<file path="src/rtl/divider.sv">
// Multi-cycle 32-bit integer divider: radix-2 restoring iteration on operand
// magnitudes, one quotient bit per cycle, sign correction when results are loaded.
module divider (
    input  logic        clock,
    input  logic        reset,
    input  logic [31:0] input_a,
    input  logic [31:0] input_b,
    input  logic        signed_a,
    input  logic        signed_b,
    input  logic        enable,
    output logic [31:0] output_quotient,
    output logic [31:0] output_remainder,
    output logic        data_valid
);

    typedef enum logic [1:0] {
        IDLE = 2'd0,
        BUSY = 2'd1,
        DONE = 2'd2
    } state_t;

    state_t      state_reg;
    logic [4:0]  count_reg;
    logic [31:0] dividend_reg;
    logic [31:0] divisor_reg;
    logic [31:0] quotient_reg;
    logic [32:0] partial_reg;
    logic [31:0] raw_a_reg;
    logic        neg_a_reg;
    logic        neg_b_reg;
    logic        div_zero_reg;

    // Capture-time operand decode
    logic        neg_a_next;
    logic        neg_b_next;
    logic [31:0] mag_a_next;
    logic [31:0] mag_b_next;

    assign neg_a_next = signed_a & input_a[31];
    assign neg_b_next = signed_b & input_b[31];
    // 0x80000000 negates to itself, which read unsigned is exactly 2^31
    assign mag_a_next = neg_a_next ? (~input_a + 32'd1) : input_a;
    assign mag_b_next = neg_b_next ? (~input_b + 32'd1) : input_b;

    // One restoring step
    logic [32:0] shifted;
    logic [32:0] diff;
    logic        fits;
    logic [32:0] partial_next;
    logic [31:0] quotient_next;

    assign shifted       = {partial_reg[31:0], dividend_reg[31]};
    assign diff          = shifted - {1'b0, divisor_reg};
    assign fits          = (shifted >= {1'b0, divisor_reg});
    assign partial_next  = fits ? diff : shifted;
    assign quotient_next = {quotient_reg[30:0], fits};

    // Final result selection, used only on the last step
    logic [31:0] q_mag;
    logic [31:0] r_mag;
    logic [31:0] q_final;
    logic [31:0] r_final;

    assign q_mag = quotient_next;
    assign r_mag = partial_next[31:0];

    always_comb begin
        q_final = q_mag;
        r_final = r_mag;
        if (div_zero_reg) begin
            q_final = 32'hFFFF_FFFF;
            r_final = raw_a_reg;
        end else begin
            if (neg_a_reg ^ neg_b_reg)
                q_final = ~q_mag + 32'd1;
            if (neg_a_reg)
                r_final = ~r_mag + 32'd1;
        end
    end

    always_ff @(posedge clock) begin
        if (reset) begin
            state_reg        <= IDLE;
            count_reg        <= 5'd0;
            dividend_reg     <= 32'd0;
            divisor_reg      <= 32'd0;
            quotient_reg     <= 32'd0;
            partial_reg      <= 33'd0;
            raw_a_reg        <= 32'd0;
            neg_a_reg        <= 1'b0;
            neg_b_reg        <= 1'b0;
            div_zero_reg     <= 1'b0;
            output_quotient  <= 32'd0;
            output_remainder <= 32'd0;
            data_valid       <= 1'b0;
        end else begin
            case (state_reg)
                IDLE: begin
                    data_valid <= 1'b0;
                    if (enable) begin
                        state_reg    <= BUSY;
                        count_reg    <= 5'd0;
                        dividend_reg <= mag_a_next;
                        divisor_reg  <= mag_b_next;
                        quotient_reg <= 32'd0;
                        partial_reg  <= 33'd0;
                        raw_a_reg    <= input_a;
                        neg_a_reg    <= neg_a_next;
                        neg_b_reg    <= neg_b_next;
                        div_zero_reg <= (input_b == 32'd0);
                    end
                end
                BUSY: begin
                    dividend_reg <= {dividend_reg[30:0], 1'b0};
                    partial_reg  <= partial_next;
                    quotient_reg <= quotient_next;
                    count_reg    <= count_reg + 5'd1;
                    if (count_reg == 5'd31) begin
                        state_reg        <= DONE;
                        output_quotient  <= q_final;
                        output_remainder <= r_final;
                        data_valid       <= 1'b1;
                    end
                end
                DONE: begin
                    state_reg  <= IDLE;
                    count_reg  <= 5'd0;
                    data_valid <= 1'b0;
                end
                default: begin
                    state_reg  <= IDLE;
                    count_reg  <= 5'd0;
                    data_valid <= 1'b0;
                end
            endcase
        end
    end

endmodule

</file>
<file path="config.mk">
export PLATFORM = sky130hd
export DESIGN_NAME = divider
export DESIGN_NICKNAME = d
export VERILOG_FILES = /design/src/rtl/divider.sv
export SDC_FILE = /design/constraint.sdc
export NUM_CORES = 1
export LEC_CHECK = 0
export CORE_MARGIN = 2
export CORE_UTILIZATION = 42
export DETAILED_ROUTE_END_ITERATION = 7
export PLACE_DENSITY = 0.68
export SLEW_MARGIN = 5
export SYNTH_ARGS = -nofsm -noshare
export SYNTH_HDL_FRONTEND = slang
export SYNTH_SLANG_ARGS = --single-unit
export TNS_END_PERCENT = 50
</file>
<file path="constraint.sdc">
create_clock -name clock -period 3.8 [get_ports clock]
set_input_delay 0.95 -clock clock [delete_from_list [all_inputs] [get_ports clock]]
set_output_delay 0.95 -clock clock [all_outputs]
set_load 0.005 [all_outputs]
</file>
==> impl_metrics.yaml <==
die:
  die_area_sq_um: 33900
  pin_count: 134
  die_x_microns: 184
  num_rows: 65
  die_h_microns: 184
  coreArea_sq_um: 31700
  initial_core_util: 0.429
worst_setup_path:
  crit_required_ns: 4.20
  start_kind: "flop"
  crit_arrival_ns: 4.16
  worst-path-max-fanout: 4
  rr_worst_depth: 16
  critical_path_class: "reg2reg"
  r2r_start: "dividend_reg[31]"
  critPathCaptureType: "flop"
  reg2reg_to: "output_remainder[29]"
  reg2reg_slack_ns: 0.04
logic_synthesis:
  synth-simple-area-share: 0.203
  ys_ff_latch: 234
  ys_top_cells_by_count: "dfxtp_1 (234), nand2_1 (225), nor2_1 (181)"
  synth_mux_area_frac: 0.0285
  synth_top_family_by_area: "compound AO/OA/AOI/OAI gates"
  synth-adder-area-share: 0.0364
  synth_area_sq_um: 13600
  yosysTopAreaCellShare: 0.344
  synth.largest_area_cell: "dfxtp_1"
  synth_compound_area_frac: 0.256
  synth-edff-count: 0
  ys_warn_count: 0
  synth_area_leaders: "dfxtp_1 (34%), nand2_1 (6.2%), a21oi_1 (5.8%), nor2_1 (5.0%), xor2_1 (4.3%)"
  synth_xor_area_frac: 0.0830
  synth.net_count: 1855
  async_flop_share: 0
  syn_inst: 1747
  yosysSeqAreaShare: 0.344
  syn_avg_cell_area_sq_um: 7.79
  ys_types: 76
  yosysMostFrequentCell: "dfxtp_1"
  synthFlopType: "dfxtp_1"
sta:
  final.setup.tns_ns: 0
  max_slew_margin: 0.401
  finClkSkew_ns: 0.0178
  whs_ns: 0.453
  report.final.setup_viol: 0
  layout_min_cycle_time_ns: 3.76
  period_share: 0.991
  finalMaxSlewViolations: 0
  hold_viol: 0
  fmax_mhz: 266
  rsz0062_at_grt: "yes"
  tightest_slew_ns: 0.896
power:
  leakage_nw: 6.58
  ir_drop_uv: 1150
  fin_total_pwr_mw: 17.1
  power_density_nw_per_um2: 975
global_route:
  grtUsageMet3: 0.0285
  gr-total-overflow: 0
  use_met1: 0.321
  grt_antenna_before_repair: 0
  use_met2: 0.398
  first_global_vias: 12800
  grt.total_usage: 0.241
  grt_pass1_wl_microns: 66300
  grt_busiest_layer: "met2"
  grt_max_degree: 122
detailed_routing:
  routed_wl_microns: 41900
  ant_nets: 0
  route.detailed.drc: 0
  first_iter_violations: 1080
  vias: 13700
  wl_per_cell_microns: 17.6
  post_drt_via_cell_ratio: 5.74
  drt_first_pass_iters: 5
clock_tree:
  clk_pin_slew_ns: 0.06
  cts_inserted_buffers: 27
  insertion_delay_ns: 0.54
  clock_sinks: 234
  postCtsHoldBufs: 0
  cts_max_level: 1
  cts_tree: "yes"
  ctsRootBufferMaster: "clkbuf_16"
  clockBufferDepth: 3
worst_hold_path:
  hold_depth: 2
  hp-start: "raw_a_reg[29]"
  hold_end: "raw_a_reg[29]"
  hp-class: "reg2reg"
final_layout:
  drive_above_1_share: 0.161
  diodes: 0
  final_area_sq_um: 17500
  area_growth_pct: 28.7
  finish.net_count: 2065
  final.fill_count: 2954
place:
  place_hpwl_microns: 30500
  dpl-instance-area_sq_um: 16200
  gp_congestion: 0.909
  portBuffers: 133
status:
  outcome: "finished, final reports clean"
job:
  maxCapViolCount: 0
## power by group
part	total, mW	internal (mW)	switching [mW]
Clock	2.53	1.48	1.04
Sequential	2.81	2.64	0.168
Combinational	11.7	5.06	6.69
Total	17.1	9.18	7.90
## logic make-up (layout without fill, tap and decap cells)
| group | Yosys count | in the layout |
|---|---|---|
| xor gates and xnor gates | 129 | 129 |
| DFF | 234 | 234 |
| muxes | 38 | 38 |
| and+or+nand+nor | 601 | 601 |
| adders and majority gates | 39 | 39 |
| AOI/OAI and AO/OA | 535 | 535 |
| buffers and inverters | 171 | 400 |
## layer usage
metal,share of wire,routed length [microns]
met5,0,0
met4,0.033,1370
met3,0.052,2200
met2,0.46,19500
met1,0.45,18900
## worst max-delay path, stage by stage, from the launching register on
cell and delay (ns):
dfxtp_2 0.35, inv_1 0.06, ha_1 0.16, inv_1 0.06
fa_2 0.37, a211oi_4 0.27, o21ai_2 0.13, a211oi_2 0.26
a211oi_1 0.14, o21a_1 0.20, or3_1 0.36, a31oi_2 0.21
o211ai_1 0.18, buf_4 0.21, o41ai_4 0.33, xor2_1 0.22
a211oi_2 0.09
## cell usage in the layout (no fill, tap or decap), types with 10 or more instances in the layout
cell type	synthesis	layout
a211oi_1	77	69
a21oi_1	159	153
a22o_1	32	32
a22oi_1	31	31
a31oi_1	19	16
buf_4	0	162
clkbuf_16	0	27
clkdlybuf4s50_1	0	132
dfxtp_1	234	224
dfxtp_2	0	10
ha_1	38	30
inv_1	54	52
mux2i_1	32	31
nand2_1	225	225
nand2b_1	10	10
nand3_1	12	12
nand4_1	15	15
nor2_1	181	178
nor3_1	55	52
nor4_1	24	21
o21a_1	13	13
o21ai_0	102	91
o31ai_1	14	11
or3_1	13	13
xnor2_1	62	60
xor2_1	67	66
## worst max path at each step
stage          slack (ns)                   end              from
6_report             0.04  output_remainder[29]  dividend_reg[31]
5_1_grt             -0.18  output_remainder[29]  dividend_reg[31]
4_1_cts             0.008  output_remainder[30]   divisor_reg[30]
3_5_place_dp        -0.37       divisor_reg[29]       input_b[15]
3_3_place_gp        -0.34       divisor_reg[29]       input_b[15]
2_1_floorplan     -0.0003  output_remainder[26]   divisor_reg[21]
## repair_timing
item	CTS	global route
buffers inserted	3	6
resized for setup	18	60
cloned	0	0
pin swaps	8	20
setup endpoints to repair	21	23
endpoints found under the hold margin	0	0
## through the flow
step | std cells | util | setup slack (ns)
finish | 2378 | 0.552 | 0.0351
global route | 2378 | 0.552 | -0.183
CTS | 2372 | 0.543 | 0.00810
detailed placement | 2321 | 0.512 | -0.367
global placement | 2321 | 0.512 | -0.345
floorplan | 1747 | - | -0.000305
## layout make-up
type	count	area, sq um	share of cell area
Clock buffer	38	777	0.0444
Clock inverter	10	82.6	0.00471
Inverter	56	213	0.0121
Multi-Input combinational cell	1342	8680	0.495
Sequential cell	234	4700	0.268
Tap cell	402	503	0.0287
Timing Repair Buffer	296	2570	0.147
(Power assumes the default switching activity.)
